## config.mk

```make
export PLATFORM = sky130hd
export DESIGN_NAME = ccff_loader
export DESIGN_NICKNAME = d
export VERILOG_FILES = /design/src/rtl/ccff_pkg.sv /design/src/rtl/ccff_crc16.sv /design/src/rtl/ccff_loader.sv
export SDC_FILE = /design/constraint.sdc
export NUM_CORES = 1
export LEC_CHECK = 0
export CORE_MARGIN = 8
export CORE_UTILIZATION = 35
export CTS_BUF_LIST = sky130_fd_sc_hd__clkbuf_8
export DETAILED_ROUTE_END_ITERATION = 16
export GPL_TIMING_DRIVEN = 0
export HOLD_SLACK_MARGIN = 0.12
export PLACE_DENSITY = 0.55
export SLEW_MARGIN = 40
export SYNTH_ARGS = -nofsm -noshare
export SYNTH_HDL_FRONTEND = slang
export SYNTH_SLANG_ARGS = --single-unit
```

## constraint.sdc

```tcl
create_clock -name clk -period 2.9 [get_ports clk]
set_clock_uncertainty 0.05 [all_clocks]
set_input_delay 0.435 -clock clk [delete_from_list [all_inputs] [get_ports clk]]
set_output_delay 0.435 -clock clk [all_outputs]
set_load 0.05 [all_outputs]
```

## src/rtl/ccff_pkg.sv

```systemverilog
// ccff_pkg: shared state encoding and CRC constants for the configuration-chain loader.
package ccff_pkg;

  typedef enum logic [2:0] {
    IDLE,
    FETCH,
    SHIFT_LO,
    SHIFT_HI,
    DONE
  } ccff_state_t;

  localparam logic [15:0] CCFF_CRC_POLY = 16'h1021;
  localparam logic [15:0] CCFF_CRC_INIT = 16'hFFFF;

endpackage

```

## src/rtl/ccff_crc16.sv

```systemverilog
// ccff_crc16: bit-serial CRC-16-CCITT (MSB-first, no reflection, no final XOR).
// One bit absorbed per cycle with en; init has priority and reloads the seed.
module ccff_crc16
  import ccff_pkg::*;
(
  input  logic        clk,
  input  logic        reset,
  input  logic        init,
  input  logic        en,
  input  logic        bit_in,
  output logic [15:0] crc
);

  logic [15:0] r_crc;
  logic        w_fb;

  assign w_fb = r_crc[15] ^ bit_in;

  always_ff @(posedge clk or posedge reset) begin
    if (reset) begin
      r_crc <= CCFF_CRC_INIT;
    end else if (init) begin
      r_crc <= CCFF_CRC_INIT;
    end else if (en) begin
      r_crc <= {r_crc[14:0], 1'b0} ^ (w_fb ? CCFF_CRC_POLY : 16'h0000);
    end
  end

  assign crc = r_crc;

endmodule

```

## src/rtl/ccff_loader.sv

```systemverilog
// ccff_loader: byte stream -> MSB-first ccff_head with divided prog_clk; fabric held until CHAIN_LEN bits shifted.
// Start-to-done 1+ceil(CHAIN_LEN/8)+2*CLK_DIV*CHAIN_LEN cycles; stalls in FETCH on !byte_valid. CRC readback under CCFF_CRC_EN.
module ccff_loader
  import ccff_pkg::*;
#(
  parameter int CHAIN_LEN = 1024,
  parameter int CLK_DIV   = 2
) (
  input  logic       clk,
  input  logic       reset,
  input  logic       start,
  input  logic       abort,
  input  logic [7:0] byte_data,
  input  logic       byte_valid,
  output logic       byte_ready,
  output logic       prog_clk,
  output logic       ccff_head,
  input  logic       ccff_tail,
  output logic       fabric_hold,
  output logic       busy,
  output logic       done
`ifdef CCFF_CRC_EN
  ,
  output logic [15:0] crc_head,
  output logic [15:0] crc_tail
`endif
);

  localparam int CNT_W = $clog2(CHAIN_LEN + 1);
  localparam int DIV_W = (CLK_DIV > 1) ? $clog2(CLK_DIV) : 1;
  localparam logic [CNT_W-1:0] CNT_LAST = CNT_W'(CHAIN_LEN - 1);
  localparam logic [DIV_W-1:0] DIV_LAST = DIV_W'(CLK_DIV - 1);

  ccff_state_t      r_state, w_next;
  logic [CNT_W-1:0] r_cnt;
  logic [DIV_W-1:0] r_div;
  logic [2:0]       r_bit;
  logic [7:0]       r_sr;
  logic             r_prog_clk, r_busy, r_done, r_hold;
  logic             w_start_ok, w_take, w_lo_last, w_hi_last, w_div_last, w_byte_ready;

  assign w_div_last   = (r_div == DIV_LAST);
  assign w_byte_ready = (r_state == FETCH) && !abort;
  assign w_take       = w_byte_ready && byte_valid;

  always_ff @(posedge clk or posedge reset) begin
    if (reset) r_state <= IDLE;
    else       r_state <= w_next;
  end

  always_comb begin
    w_next     = r_state;
    w_start_ok = 1'b0;
    w_lo_last  = 1'b0;
    w_hi_last  = 1'b0;
    case (r_state)
      IDLE: begin
        if (start) begin
          w_next     = FETCH;
          w_start_ok = 1'b1;
        end
      end
      DONE: begin
        if (abort) begin
          w_next = IDLE;
        end else if (start) begin
          w_next     = FETCH;
          w_start_ok = 1'b1;
        end
      end
      FETCH: begin
        if (abort)       w_next = IDLE;
        else if (w_take) w_next = SHIFT_LO;
      end
      SHIFT_LO: begin
        if (abort) begin
          w_next = IDLE;
        end else if (w_div_last) begin
          w_next    = SHIFT_HI;
          w_lo_last = 1'b1;
        end
      end
      SHIFT_HI: begin
        if (abort) begin
          w_next = IDLE;
        end else if (w_div_last) begin
          w_hi_last = 1'b1;
          if (r_cnt == CNT_LAST)   w_next = DONE;
          else if (r_bit == 3'd7)  w_next = FETCH;
          else                     w_next = SHIFT_LO;
        end
      end
      default: w_next = IDLE;
    endcase
  end

  // The register only shifts between bits of a byte, so its MSB is ccff_head and stays put in FETCH/DONE.
  always_ff @(posedge clk or posedge reset) begin
    if (reset) begin
      r_cnt <= '0;
      r_div <= '0;
      r_bit <= '0;
      r_sr  <= '0;
    end else begin
      if (w_start_ok) begin
        r_cnt <= '0;
        r_bit <= '0;
        r_div <= '0;
      end
      if (w_take) begin
        r_sr  <= byte_data;
        r_bit <= '0;
        r_div <= '0;
      end
      if ((r_state == SHIFT_LO || r_state == SHIFT_HI) && !abort) begin
        r_div <= w_div_last ? '0 : r_div + 1'b1;
      end
      if (w_hi_last) begin
        r_cnt <= r_cnt + 1'b1;
        r_bit <= r_bit + 1'b1;
        if (w_next == SHIFT_LO) r_sr <= {r_sr[6:0], 1'b0};
      end
    end
  end

  always_ff @(posedge clk or posedge reset) begin
    if (reset) begin
      r_prog_clk <= 1'b0;
      r_busy     <= 1'b0;
      r_done     <= 1'b0;
      r_hold     <= 1'b1;
    end else begin
      r_prog_clk <= (w_next == SHIFT_HI);
      r_busy     <= (w_next inside {FETCH, SHIFT_LO, SHIFT_HI});
      r_done     <= (w_next == DONE);
      r_hold     <= (w_next != DONE);
    end
  end

  assign byte_ready  = w_byte_ready;
  assign prog_clk    = r_prog_clk;
  assign ccff_head   = r_sr[7];
  assign fabric_hold = r_hold;
  assign busy        = r_busy;
  assign done        = r_done;

`ifdef CCFF_CRC_EN
  ccff_crc16 u_crc_head (
    .clk    (clk),
    .reset  (reset),
    .init   (w_start_ok),
    .en     (w_hi_last),
    .bit_in (r_sr[7]),
    .crc    (crc_head)
  );

  ccff_crc16 u_crc_tail (
    .clk    (clk),
    .reset  (reset),
    .init   (w_start_ok),
    .en     (w_lo_last),
    .bit_in (ccff_tail),
    .crc    (crc_tail)
  );
`else
  logic w_unused_tail;
  assign w_unused_tail = ccff_tail;
`endif

endmodule

```

==> results.toml, run 1 <==
[sta]
maxSlewViolCount = 0
max_freq_mhz = 374
timing.hold.ws_ps = 433
rsz0062_at_grt = "false"
setup_viol = 0
fin_setup_tns_ps = 0
tightest_slew_ps = 619
relSlewSlack_pct = 58.6
hold_violations = 0
fin_crit_ps = 2670
fin_crit_sh_pct = 92.1

[yosys]
synthTopCellsByArea = "dfrtp_1, mux2_4, mux2_2"
synth_cells = 136
syn_avg_cell_area_um2 = 11.1
synth-async-reset-ratio_pct = 100
yosysTopAreaCell = "dfrtp_1"
synth-seq-cells = 30
syn_area_um2 = 1510
yosysWarnings = 0
seq_area_frac_synth_pct = 49.8
ys.flop_type = "dfrtp_1"
ys_types = 41
synth-edff-count = 0
synthesis.nets = 153
synth_top_area_share_pct = 48.1

[power]
switching_share_pct = 29.7
switchingPower_mw = 0.370
p_clk_share_pct = 27.1
ir_drop_v = 0.000186
share_seq_of_total_power_pct = 44.1
power.density_nw_per_um2 = 674
comb_power_share_pct = 28.8
p_int_mw = 0.875
power.leakage_nw = 0.804

[global_route]
first_global_vias = 1091
grt_overflow = 0
grt_pass1_wl_um = 5020
grt_max_degree = 31
track_usage_pct = 9.76
grt_antenna_before_repair = 0

[layout]
final_cell_area_um2 = 1850
multiInputGateArea_um2 = 724
layout_commonest_cell = "dfrtp_1"
finish.utilization_pct = 43.3
num_antenna_cells = 0
final_nets = 178
seq_area_um2 = 752
syn2layout_area_growth_pct = 22.3
drive_gt1_share_pct = 19.1
fill_cells = 421
layout_common_cells = "dfrtp_1, clkdlybuf4s50_1, nand2_1"

[critical_path]
endpoint = "byte_ready"
end_kind = "output pin"
worst-r2r-setup-slack_ps = 800
critPathMostFrequentCell = "clkdlybuf4s50_1"
required_ps = 2410
critPathSlowestCell = "clkdlybuf4s50_1"
path_class = "in2out"
crit_chain = "clkdlybuf4s50_1, nor4b_2, clkdlybuf4s50_1"
cp_max_fo = 7
r2r-start = "r_state[2]$_DFF_PP0_"
cp-startpoint = "abort"
arrival_ps = 2190
r2r-end = "r_sr[2]$_DFF_PP0_"
cp_slowest_stage_delay_ps = 870
r2r_cells = 5
startpoint_type = "input port"

[die]
ios = 20
die_h_um = 81.7
die_w_um = 81.7
core_um2 = 4260
floorplan.initialDensity_pct = 35.4
die_area_um2 = 6670
fp-row-count = 24

[clocking]
post_cts_resized = 0
cts_sinks = 30
post_cts_buffers = 0
numCtsBuffers = 5
root_buffer = "clkbuf_8"
cts.path.max_buffers = 2
clk_latency_ps = 280
cts_tree = "done"
cts_hold_buf = 0
h-tree-depth = 2
clkSlewWorstSetupHoldPaths_ps = 60

[hold_path]
worst_hold_path_type = "reg2reg"

[drt]
drcViolationCount = 0
antenna_left = 0
first_iter_violations = 98
via_count = 1130
drt-total-wl_um = 3030
drt-wirelength-per-cell_um = 14.1
dr.pass1.iters = 4
post_drt_via_cell_ratio = 5.28

[placed_design]
place_area_um2 = 1760
gp_congestion = 0.743
io_buffers = 18
dp_hpwl_um = 2230

[job]
drv_cap = 0

[outcome]
status = "finished, final reports clean"
-- synth_stat cells, types with 2 or more instances --
master	n
dfrtp_1	29
nand2_1	15
o21ai_0	9
mux2_2	7
mux2_4	7
mux2i_1	5
nand3_1	5
clkbuf_1	4
nand4_1	4
nor2_1	4
nor3_1	4
nor4_1	4
ha_1	3
inv_1	3
or2_2	3
a21o_1	2
a21oi_1	2
or2_1	2
xnor2_1	2
-- worst max-delay path, delay by kind of cell --
kind,cells,cell delay [ps]
and+or+nand+nor,1,360
buffers and inverters,2,1390
-- kinds of logic after synthesis --
family | synth area share, %
xor+xnor | 1.74
simple gates | 18.1
flops | 49.8
buf+inv | 2.24
compound gates | 10.2
mux | 15.5
fa+ha+maj | 2.49
-- metrics by stage --
step | instances | power, mW | setup slack (ps)
6_report | 214 | 1.25 | 228
5_1_grt | 214 | 1.32 | 138
4_1_cts | 214 | 1.26 | 204
3_5_place_dp | 206 | 0.919 | 209
3_3_place_gp | 206 | 0.904 | 217
2_1_floorplan | 136 | 0.815 | 246
-- worst min-delay path by stage --
stage / startpoint / end / slack, ps / cells past startpoint
final: r_cnt[9]$_DFFE_PP0P_ / r_cnt[9]$_DFFE_PP0P_ / 430 / 1
after floorplan: r_cnt[10]$_DFFE_PP0P_ / r_cnt[10]$_DFFE_PP0P_ / 390 / 1
after global routing: r_cnt[10]$_DFFE_PP0P_ / r_cnt[10]$_DFFE_PP0P_ / 460 / 1
after detailed placement: r_cnt[9]$_DFFE_PP0P_ / r_cnt[9]$_DFFE_PP0P_ / 430 / 1
after global placement: r_cnt[10]$_DFFE_PP0P_ / r_cnt[10]$_DFFE_PP0P_ / 420 / 1
after CTS: r_cnt[9]$_DFFE_PP0P_ / r_cnt[9]$_DFFE_PP0P_ / 440 / 1
-- registers in the layout, indices dropped and copies added, names as in the netlist --
signal	cells
busy	1
done	1
fabric_hold	1
prog_clk	1
r_bit	3
r_cnt	11
r_div	1
r_sr	8
r_state	3
-- routing by layer --
metal  GRT usage [%]  vias to the layer above  wire length [um]
met4            4.21                        0                38
met2            15.1                       25              1450
met3            3.06                        5               152
li1                -                      551                 -
met5               0                        -                 0
met1            12.3                      549              1390
-- power groups by stage --
stage / combinational (mW) / clock, mW / sequential (mW)
2_1_floorplan: 0.226 / 0 / 0.589
4_1_cts: 0.363 / 0.350 / 0.551
5_1_grt: 0.389 / 0.373 / 0.560
3_3_place_gp: 0.352 / 0 / 0.552
6_report: 0.359 / 0.337 / 0.549
3_5_place_dp: 0.361 / 0 / 0.558
-- cell type report --
type | count | share of cell area (%)
Timing Repair Buffer | 18 | 9.76
Tap cell | 52 | 3.52
Inverter | 3 | 0.610
Clock inverter | 2 | 0.474
Multi-Input combinational cell | 98 | 39.2
Clock buffer | 6 | 4.47
Sequential cell | 30 | 40.7
Buffer | 5 | 1.22
Note: power is estimated with default switching activity, not from simulation.
==> run 2: changes to the inputs <==
--- a/config.mk
+++ b/config.mk
@@ -12,6 +12,7 @@
 export GPL_TIMING_DRIVEN = 0
 export HOLD_SLACK_MARGIN = 0.12
 export PLACE_DENSITY = 0.55
+export SKIP_LAST_GASP = 1
 export SLEW_MARGIN = 40
 export SYNTH_ARGS = -nofsm -noshare
 export SYNTH_HDL_FRONTEND = slang
==> results of run 2 <==
The final DEF is identical to that of run 1; final timing and power are the same.
==> run 3: changes to the inputs <==
--- a/config.mk
+++ b/config.mk
@@ -9,7 +9,6 @@
 export CORE_UTILIZATION = 35
 export CTS_BUF_LIST = sky130_fd_sc_hd__clkbuf_8
 export DETAILED_ROUTE_END_ITERATION = 16
-export GPL_TIMING_DRIVEN = 0
 export HOLD_SLACK_MARGIN = 0.12
 export PLACE_DENSITY = 0.55
 export SKIP_LAST_GASP = 1
==> run 3 against run 2 <==
Net effect: count of clock-buffer cells in the layout increased by 2; clock power increased by 16%; register-to-register slack got worse by 120 ps; critical path depth increased by 2; core utilization increased by 0.56 points; combinational power about the same; setup slack improved by 280 ps; non-clock buffer count decreased by 1; global-route usage increased by 0.46 points; first-iteration DRC count decreased by 69%.
==> results.toml, run 3 (same netlist as run 1, synthesis figures left out) <==
[outcome]
status = "finished, final reports clean"

[power]
ir_drop_v = 0.000214
power.density_nw_per_um2 = 696
power.leakage_nw = 0.821

[hold_path]
min_from = "r_cnt[10]$_DFFE_PP0P_"
worst_hold_path_type = "reg2reg"

[placed_design]
gp_congestion = 0.782
place_ws_ps = 241
dp_hpwl_um = 2300
io_buffers = 18
place_inst = 205

[layout]
layout_common_cells = "dfrtp_1, clkdlybuf4s50_1, nand2_1"
num_antenna_cells = 0
syn2layout_area_growth_pct = 23.9
fill_cells = 392
top_register = "r_cnt"
largest_reg_flops = 11
fin_cells = 213
drive_gt1_share_pct = 21.7
top_regs = "r_cnt x11, r_sr x8"
final_nets = 177
layout_commonest_cell = "dfrtp_1"

[critical_path]
r2r-end = "r_sr[1]$_DFF_PP0_"
cp-startpoint = "abort"
r2r_cells = 4
arrival_ps = 2500
path_class = "in2reg"
endpoint = "r_sr[1]$_DFF_PP0_"
cp_slowest_stage_delay_ps = 580
end_kind = "flop"
r2r-start = "r_state[2]$_DFF_PP0_"
worst-r2r-setup-slack_ps = 680
critPathSlowestCell = "or3_1"
crit_chain = "clkdlybuf4s50_1, or3b_1, or2_1, or3_1, mux2_4"
cp_max_fo = 8
required_ps = 3010
startpoint_type = "input port"

[sta]
fin_crit_ps = 2390
setup_slack_ps = 512
hold_violations = 0
fin_crit_sh_pct = 82.4
setup_viol = 0
fin_setup_tns_ps = 0
max_freq_mhz = 419
rsz0062_at_grt = "false"
tightest_slew_ps = 705
relSlewSlack_pct = 53.0
maxSlewViolCount = 0

[die]
fp-row-count = 24
die_w_um = 81.7
die_area_um2 = 6670
ios = 20
die_h_um = 81.7
floorplan.initialDensity_pct = 35.4
core_um2 = 4260

[drt]
via_count = 1111
drt-total-wl_um = 3210
first_iter_violations = 30
dr.pass1.iters = 4
antenna_left = 0
post_drt_via_cell_ratio = 5.22
drcViolationCount = 0
drt-wirelength-per-cell_um = 15.1

[global_route]
grt_pass1_wl_um = 5120
grt_use_met1_pct = 12.2
grt_overflow = 0
grt_antenna_before_repair = 0
first_global_vias = 1100
grt_use_met2_pct = 16.4
track_usage_pct = 10.2
busiest_layer = "met2"
grtUsageMet3_pct = 2.95
grt_max_degree = 19

[job]
drv_cap = 0

[clocking]
post_cts_resized = 0
clk_latency_ps = 280
root_buffer = "clkbuf_8"
post_cts_buffers = 0
cts_hold_buf = 0
cts.path.max_buffers = 2
clkSlewWorstSetupHoldPaths_ps = 60
cts_sinks = 30
numCtsBuffers = 5
cts_tree = "done"
h-tree-depth = 2
==> run 3: changes by cell type in the layout (fill, tap and decap cells not counted), sizes merged <==
| cell | change |
|---|---|
| clkdlybuf4s50 | -1 |
| buf | +4 |
| inv | -1 |
| clkinv | -1 |
| clkbuf | -2 |
==> run 3: how the worst min path moves through the flow <==
| stage | endpoint | slack, ps | depth (start not counted) |
|---|---|---|---|
| 2_1_floorplan | r_cnt[10]$_DFFE_PP0P_ | 390 | 1 |
| 3_3_place_gp | r_cnt[9]$_DFFE_PP0P_ | 420 | 1 |
| 3_5_place_dp | r_cnt[10]$_DFFE_PP0P_ | 420 | 1 |
| 4_1_cts | r_cnt[10]$_DFFE_PP0P_ | 430 | 1 |
| 5_1_grt | r_cnt[10]$_DFFE_PP0P_ | 450 | 1 |
| 6_report | r_cnt[10]$_DFFE_PP0P_ | 430 | 1 |
==> run 3: area by class of cell <==
cell class	count	area, um2	area share, %
inverters	3	11.3	0.602
multi-input cells	98	724	38.7
clock buffers	8	110	5.89
repair buffers	22	208	11.1
flip-flops and latches	30	752	40.2
well taps	52	65.1	3.48
==> run 3: routing by layer <==
metal  routed length, um  vias to the layer above
met2                1560                       21
met4                  71                        0
met5                   0                        -
met1                1430                      545
met3                 149                        5
li1                    -                      540
==> run 3: power by group <==
group,switching [mW],internal [mW]
Combinational,0.169,0.193
Clock,0.151,0.239
Sequential,0.0539,0.495
==> run 3: critical path: cells and delay by family <==
kind	cells	cell delay [ps]
buf+inv	1	470
mux	1	380
simple gates	3	1220
==> run 3: per-stage QoR <==
stage	cell area [um2]	hold WS, ps	power [mW]	util, %
2_1_floorplan	1510	389	0.815	-
3_3_place_gp	1760	419	0.905	41.3
3_5_place_dp	1760	420	0.917	41.3
4_1_cts	1870	427	1.32	43.9
5_1_grt	1870	454	1.37	43.9
6_report	1870	426	1.30	43.9
